[src/rtl/uart_tx_feeder.sv]
// uart_tx_feeder: byte FIFO plus issue FSM in front of a UART transmitter.
// Bytes leave in write order, one frame at a time, paced by tx_done rising.
module uart_tx_feeder #(
   parameter int DEPTH = 8,
   parameter int WIDTH = 8
) (
   input  logic                     clk,
   input  logic                     rst,
   input  logic                     wr_en,
   input  logic [WIDTH-1:0]         wr_data,
   output logic                     full,
   output logic                     empty,
   output logic [$clog2(DEPTH):0]   count,
   output logic                     overflow,
   output logic                     tx_start,
   output logic [WIDTH-1:0]         tx_data,
   input  logic                     tx_done,
   output logic                     busy
);

   localparam int AW = $clog2(DEPTH);
   localparam int CW = AW + 1;

   typedef enum logic [1:0] {
      S_IDLE,
      S_SEND,
      S_WAIT
   } state_t;

   state_t           state_q, state_d;
   logic [WIDTH-1:0] mem_q [DEPTH];
   logic [AW-1:0]    wr_ptr_q, wr_ptr_d;
   logic [AW-1:0]    rd_ptr_q, rd_ptr_d;
   logic [CW-1:0]    count_q, count_d;
   logic             ovf_q, ovf_d;
   logic             start_q, start_d;
   logic [WIDTH-1:0] data_q, data_d;
   logic             done_dly_q, done_dly_d;
   logic             push, pop, done_rise;

   // full/empty come from the registered count only, no bypass
   assign full      = (count_q == CW'(DEPTH));
   assign empty     = (count_q == '0);
   assign pop       = (state_q == S_IDLE) && !empty;
   assign push      = wr_en && (!full || pop);
   assign done_rise = tx_done && !done_dly_q;

   assign count    = count_q;
   assign overflow = ovf_q;
   assign tx_start = start_q;
   assign tx_data  = data_q;
   assign busy     = (state_q != S_IDLE);

   // FIFO bookkeeping: write pointer, occupancy and dropped-push flag
   always_comb begin
      wr_ptr_d   = wr_ptr_q;
      count_d    = count_q;
      ovf_d      = wr_en && full && !pop;
      done_dly_d = tx_done;
      if (push) begin
         wr_ptr_d = wr_ptr_q + AW'(1);
      end
      unique case ({push, pop})
         2'b10:   count_d = count_q + CW'(1);
         2'b01:   count_d = count_q - CW'(1);
         default: count_d = count_q;
      endcase
   end

   // issue FSM: pop one byte, pulse start, then wait for a fresh done edge
   always_comb begin
      state_d  = state_q;
      rd_ptr_d = rd_ptr_q;
      start_d  = 1'b0;
      data_d   = data_q;
      unique case (state_q)
         S_IDLE: begin
            if (!empty) begin
               state_d  = S_SEND;
               data_d   = mem_q[rd_ptr_q];
               rd_ptr_d = rd_ptr_q + AW'(1);
               start_d  = 1'b1;
            end
         end
         S_SEND: begin
            state_d = S_WAIT;
         end
         S_WAIT: begin
            if (done_rise) begin
               state_d = S_IDLE;
            end
         end
         default: begin
            state_d = S_IDLE;
         end
      endcase
   end

   // control and output registers; reset discards queued bytes
   always_ff @(posedge clk or posedge rst) begin
      if (rst) begin
         state_q    <= S_IDLE;
         wr_ptr_q   <= '0;
         rd_ptr_q   <= '0;
         count_q    <= '0;
         ovf_q      <= 1'b0;
         start_q    <= 1'b0;
         data_q     <= '0;
         done_dly_q <= 1'b0;
      end else begin
         state_q    <= state_d;
         wr_ptr_q   <= wr_ptr_d;
         rd_ptr_q   <= rd_ptr_d;
         count_q    <= count_d;
         ovf_q      <= ovf_d;
         start_q    <= start_d;
         data_q     <= data_d;
         done_dly_q <= done_dly_d;
      end
   end

   // byte storage needs no reset: the pointers define what is valid
   always_ff @(posedge clk) begin
      if (push) begin
         mem_q[wr_ptr_q] <= wr_data;
      end
   end

endmodule

[config.mk]
export PLATFORM = sky130hd
export DESIGN_NAME = uart_tx_feeder
export DESIGN_NICKNAME = d
export VERILOG_FILES = /design/src/rtl/uart_tx_feeder.sv
export SDC_FILE = /design/constraint.sdc
export NUM_CORES = 1
export LEC_CHECK = 0
export ABC_AREA = 1
export CAP_MARGIN = 20
export CORE_MARGIN = 1.5
export CORE_UTILIZATION = 52
export DETAILED_ROUTE_END_ITERATION = 10
export HOLD_SLACK_MARGIN = 0.15
export PLACE_DENSITY = 0.75
export SLEW_MARGIN = 20
export SYNTH_ARGS = -nofsm -noshare
export SYNTH_HDL_FRONTEND = slang
export SYNTH_SLANG_ARGS = --single-unit
[constraint.sdc]
create_clock -name clk -period 2 [get_ports clk]
set_clock_uncertainty 0.2 [all_clocks]
set_input_delay 0.5 -clock clk [delete_from_list [all_inputs] [get_ports clk]]
set_output_delay 0.5 -clock clk [all_outputs]
set_load 0.05 [all_outputs]
* Yosys cells after proc, flatten, opt, wreduce, memory -nomap -nowiden
Memory sizes are Yosys's and may differ from the RTL's. A register that Yosys moved wholly into a read port is not among the register bits. Cells that the tools add are included.
Operators by class: add/sub/neg operators 4, multiply operators 0, divide/modulo/power cells 0, $lt $le $gt $ge 0, eq/ne operators 7, shift-type cells 0, mux-type cells 8, bitwise gates (word level) 1, reductions and logical operators 16
Operators with widths (count):
- $pmux W4 S2 | 1
- $add A3 B1 Y3 const B | 2
- $pmux W2 S3 | 1
- $logic_and A1 B1 Y1 | 5
- $add A4 B1 Y4 const B | 1
- $eq A2 B1 Y1 const B | 2
- $eq A2 B2 Y1 const B | 2
- $eq A4 B4 Y1 const B | 1
- $logic_not A1 Y1 | 4
- $logic_not A4 Y1 | 1
- $mux W1 | 4
- $mux W2 | 2
- $ne A2 B2 Y1 const B | 2
- $reduce_and A2 Y1 | 2
- $reduce_bool A2 Y1 | 2
- $sub A4 B1 Y4 const B | 1
- $logic_not A2 Y1 | 1
- $logic_or A1 B1 Y1 | 1
- $not A1 Y1 | 1
Storage, ports and cells: flip-flop bits (word level) 15, bits in latches 0, bits in writable memories 64, memory bits (read-only) 0, bits of input ports 12, word-level logic and storage cells 44, memories kept 1
Memory list:
- mem_q | words 8, width 8, rd ports 1, clocked after Yosys merged registers in 1, wr ports 1, RTL line 31 | logic [WIDTH-1:0] mem_q [DEPTH];

* Logic depth before layout (Yosys ltp)
depth after elaboration 7, mapped depth 12

* Worst setup path before layout
No wires, ideal clock.
path kind register to register, start point register count_q[3], in the netlist count[3], end point memory mem_q[3][0], enable pin, setup time 273 ps, arrival 2007 ps, required time 1527 ps, path slack -480 ps, cell stages (with the launch flop) 8, clock period less this slack 2480 ps, cell sequence dfrtp_1 > inv_1 > nor4_4 > nand2_2 > nand2_4 > inv_4 > nand2_1 > nor2_1
RTL lines:
- start, declared | RTL line 34 | logic [CW-1:0] count_q, count_d;
- start signal, assigned | RTL line 114 | count_q <= count_d;
- $eq A4 B4 Y1 | RTL line 42 | assign full = (count_q == CW'(DEPTH));
- named net full | RTL line 11 | output logic full,
- $logic_not A1 Y1 | RTL line 45 | assign push = wr_en && (!full || pop);
- $logic_or A1 B1 Y1 | RTL line 45
- $logic_and A1 B1 Y1 | RTL line 45
- $mux W1 | RTL line 124 | if (push) begin
- $mux W1 (implied by the code) | RTL line 125 | mem_q[wr_ptr_q] <= wr_data;
- end, declared | RTL line 31
The timed path passes the listed nets, and every way through them passes these cells.

* Worst setup path in the final report
start point register count_q[2], in the netlist count[2], end point output full
Between the ends: word-level cells in the longest chain between the ends 1
Ends and longest elaborated chain (RTL line):
- $eq A4 B4 Y1 | 42
- end, declared | 11
Every way passes these cells.

==> flow_summary.json <==
{
  "grt_max_degree": 35,
  "synth_fp_nets": 297,
  "ant_nets": 0,
  "synth_cells": 282,
  "path_cells": "nor4_4, buf_4, buf_12",
  "drt_iter0_drc": 227,
  "slowest_delay_ps": 440,
  "synth_seq_cells": 87,
  "cts_tree": "done",
  "die-area_um2": 7420,
  "synth_cell_type_count": 29,
  "rr_startpoint": "count[3]",
  "violations": "setup timing",
  "syn_to_final_growth_pct": 28.1,
  "cts_sinks": 87,
  "setup_viol": 2,
  "min_period_over_period": 1.08,
  "pwr-share-seq": 0.347,
  "p_int_w": 0.00452,
  "r2r_slack_ps": 30,
  "rows": 30,
  "dp_slack_ps": -257,
  "io_pins": 29,
  "met1_length_um": 3310,
  "yosys.area.top_type_share": 0.535,
  "grt_pass1_vias": 2273,
  "cts_buffer_depth": 2,
  "numPortBuffers": 28,
  "cpMaxStageDelayCell": "dfrtp_2",
  "max-cap-violations": 0,
  "layout.nets": 359,
  "antenna_found_initial": 0,
  "hp-class": "input pin to async pin",
  "gp_congestion": 0.775,
  "seq_area_frac_synth": 0.695,
  "drc": 0,
  "fin_ws_ps": -162,
  "numCtsBuffers": 9,
  "yosys_warnings": 0,
  "htree_num_levels": 3,
  "instances_no_fill": 429,
  "wl_met3_um": 377,
  "drive_gt1_frac": 0.295,
  "cp-end-kind": "primary output",
  "fmax_mhz": 463,
  "synth_area_leader_cell": "edfxtp_1",
  "status": "complete, but fails checks",
  "overflow": 0,
  "cp_num_buf_inv": 2,
  "cp-startpoint": "count[2]",
  "cts.clk_slew.worst_paths_ps": 100,
  "drt_first_pass_iters": 4,
  "start_kind": "flop",
  "hpwl_um": 4680,
  "wl_per_cell_um": 17.4,
  "worstPathMaxFanout": 3,
  "syn_area_um2": 3590,
  "finalHoldViolCount": 0,
  "syn_area_per_cell_um2": 12.7,
  "dp_cells": 401,
  "die-height_um": 86.1,
  "die_w_um": 86.1,
  "p_comb_frac": 0.468,
  "slew_headroom": 0.605,
  "vias_per_cell": 5.50,
  "wl_met2_um": 3700,
  "maxSlewViolCount": 0,
  "p_sw_frac": 0.408,
  "initial_core_util": 0.535,
  "power_density_nw_per_um2": 1660,
  "max_slew.worst_pin.slew_ps": 592,
  "core_area_um2": 6720,
  "period_needed_ps": 2160,
  "crit_family": "flip-flops",
  "placed_cell_area_um2": 4210,
  "multi_input_area_um2": 1040,
  "synthTopCellsByArea": "edfxtp_1 54%, dfrtp_1 16%, nor2_1 4.5%",
  "grt_setup_unrepaired": "true",
  "clock_power_share": 0.185,
  "final_util": 0.685,
  "worst_skew_pair.late_latency_ps": 350,
  "postRouteWirelength_um": 7460,
  "fillerInstances": 472,
  "grt_pass1_wl_um": 11400,
  "vdd_drop_max_v": 0.000573,
  "regArea_um2": 2500,
  "power_leakage_nw": 1.83,
  "hold_ws_ps": 287,
  "vias": 2359,
  "top_layer_used": "met4",
  "crit_arrival_ps": 1460,
  "grt_usage": 0.209,
  "cts-root-buf": "clkbuf_8",
  "antennaDiodeCount": 0,
  "crit_type": "flop to primary output",
  "critical_path_required_ps": 1300,
  "power_switching_w": 0.00311,
  "final_area_um2": 4600
}
worst paths after layout:
| check | endpoint | cells after the start |
|---|---|---|
| setup / recovery | full | 3 |
| hold / removal | rd_ptr_q[2] | 3 |
| setup reg to reg | count[2] | 14 |
| hold reg to reg | tx_data[4] | 2 |
| max in group asynchronous | state_q[0] | 3 |
| min in group clk | tx_data[4] | 2 |
power groups by stage:
stage / combinational (W) / clock (W) / sequential [W]
floorplan: 0.00167 / 0 / 0.00308
global placement: 0.00305 / 0 / 0.00270
detailed placement: 0.00316 / 0 / 0.00271
CTS: 0.00331 / 0.00143 / 0.00265
global route: 0.00385 / 0.00150 / 0.00268
finish: 0.00357 / 0.00141 / 0.00265
worst reg2reg max path: cells and delay by family, from the launching register on:
kind                     cells  cell delay [ps]
AND/OR/NAND/NOR              7              500
flip-flops                   1              440
buffers and inverters        4              380
adder cells (fa/ha/maj)      1              170
XOR/XNOR                     1              110
AO/OA/AOI/OAI                1               50
registers in the layout, summed over array words and instances (netlist names):
| name | cells |
|---|---|
| overflow | 1 |
| rd_ptr_q | 3 |
| mem_q | 64 |
| tx_data | 8 |
| tx_start | 1 |
| wr_ptr_q | 3 |
| count | 4 |
| state_q | 2 |
| done_dly_q | 1 |
synth_stat cells:
cell	count
xnor2_1	2
nand3_1	3
o21ai_0	17
o221ai_1	8
o32ai_1	8
inv_2	2
nor2_8	1
dfrtp_1	23
clkbuf_1	8
nand3_4	1
xor2_1	4
buf_2	4
o211ai_1	8
ha_1	3
nand2_1	41
or2_4	1
nand4_1	2
inv_1	16
nand2_2	2
edfxtp_1	64
a21oi_1	1
inv_4	1
nor4_4	1
o21ai_1	2
mux2i_1	8
nor2_1	43
nand2_4	5
nor2_2	1
o21bai_1	2
stage by stage:
| step | total power [W] | setup TNS, ps |
|---|---|---|
| finish | 0.00763 | -185 |
| global route | 0.00803 | -500 |
| CTS | 0.00739 | -192 |
| detailed placement | 0.00586 | -6320 |
| global placement | 0.00575 | -5630 |
| floorplan | 0.00474 | -13980 |
logic make-up after synthesis:
logic type	count (synthesis)	share of synthesized area
buffers and inverters	31	0.0345
adders and majority gates	3	0.0105
DFF	87	0.695
AOI/OAI and AO/OA	46	0.0878
and+or+nand+nor	101	0.135
xor gates and xnor gates	6	0.0146
muxes	8	0.0223
final cells by class:
type | instances | share of cell area
Clock inverter | 7 | 0.0247
Multi-Input combinational cell | 164 | 0.225
Sequential cell | 87 | 0.544
Tap cell | 80 | 0.0217
Timing Repair Buffer | 63 | 0.140
Inverter | 19 | 0.0174
Clock buffer | 9 | 0.0269
cell usage in the layout (no fill, tap or decap), types with 2 or more instances in the layout:
| cell type | netlist | routed |
|---|---|---|
| o21ai_0 | 17 | 16 |
| clkdlybuf4s50_1 | 0 | 11 |
| nand2_2 | 2 | 3 |
| nor2_1 | 43 | 34 |
| nand4_1 | 2 | 2 |
| ha_1 | 3 | 3 |
| mux2i_1 | 8 | 8 |
| buf_12 | 0 | 10 |
| buf_4 | 0 | 35 |
| dfrtp_2 | 0 | 5 |
| o221ai_1 | 8 | 8 |
| o211ai_1 | 8 | 8 |
| xor2_1 | 4 | 3 |
| clkbuf_8 | 0 | 9 |
| nand2_4 | 5 | 6 |
| bufinv_16 | 0 | 2 |
| o21bai_1 | 2 | 2 |
| dfrtp_1 | 23 | 18 |
| xnor2_1 | 2 | 2 |
| o32ai_1 | 8 | 8 |
| nand3_1 | 3 | 3 |
| buf_6 | 0 | 6 |
| inv_1 | 16 | 13 |
| edfxtp_1 | 64 | 64 |
| inv_4 | 1 | 2 |
| inv_2 | 2 | 3 |
| o21ai_1 | 2 | 3 |
| inv_6 | 0 | 2 |
| nand2_1 | 41 | 39 |
| nor2_4 | 0 | 5 |
| nor2_2 | 1 | 5 |
metal layers:
metal,global-route usage,up-vias
met4,0.0601,0
met1,0.295,1148
met2,0.335,74
li1,-,1128
met5,0,-
met3,0.0404,9
timing repair:
action / 4_1_cts / 5_1_grt
gates resized for setup: 7 / 10
hold buffers: 0 / 0
setup buffers: 5 / 7
pin swaps: 2 / 3
setup endpoints to repair: 3 / 16
No activity file was read; power rests on OpenSTA's default activity.
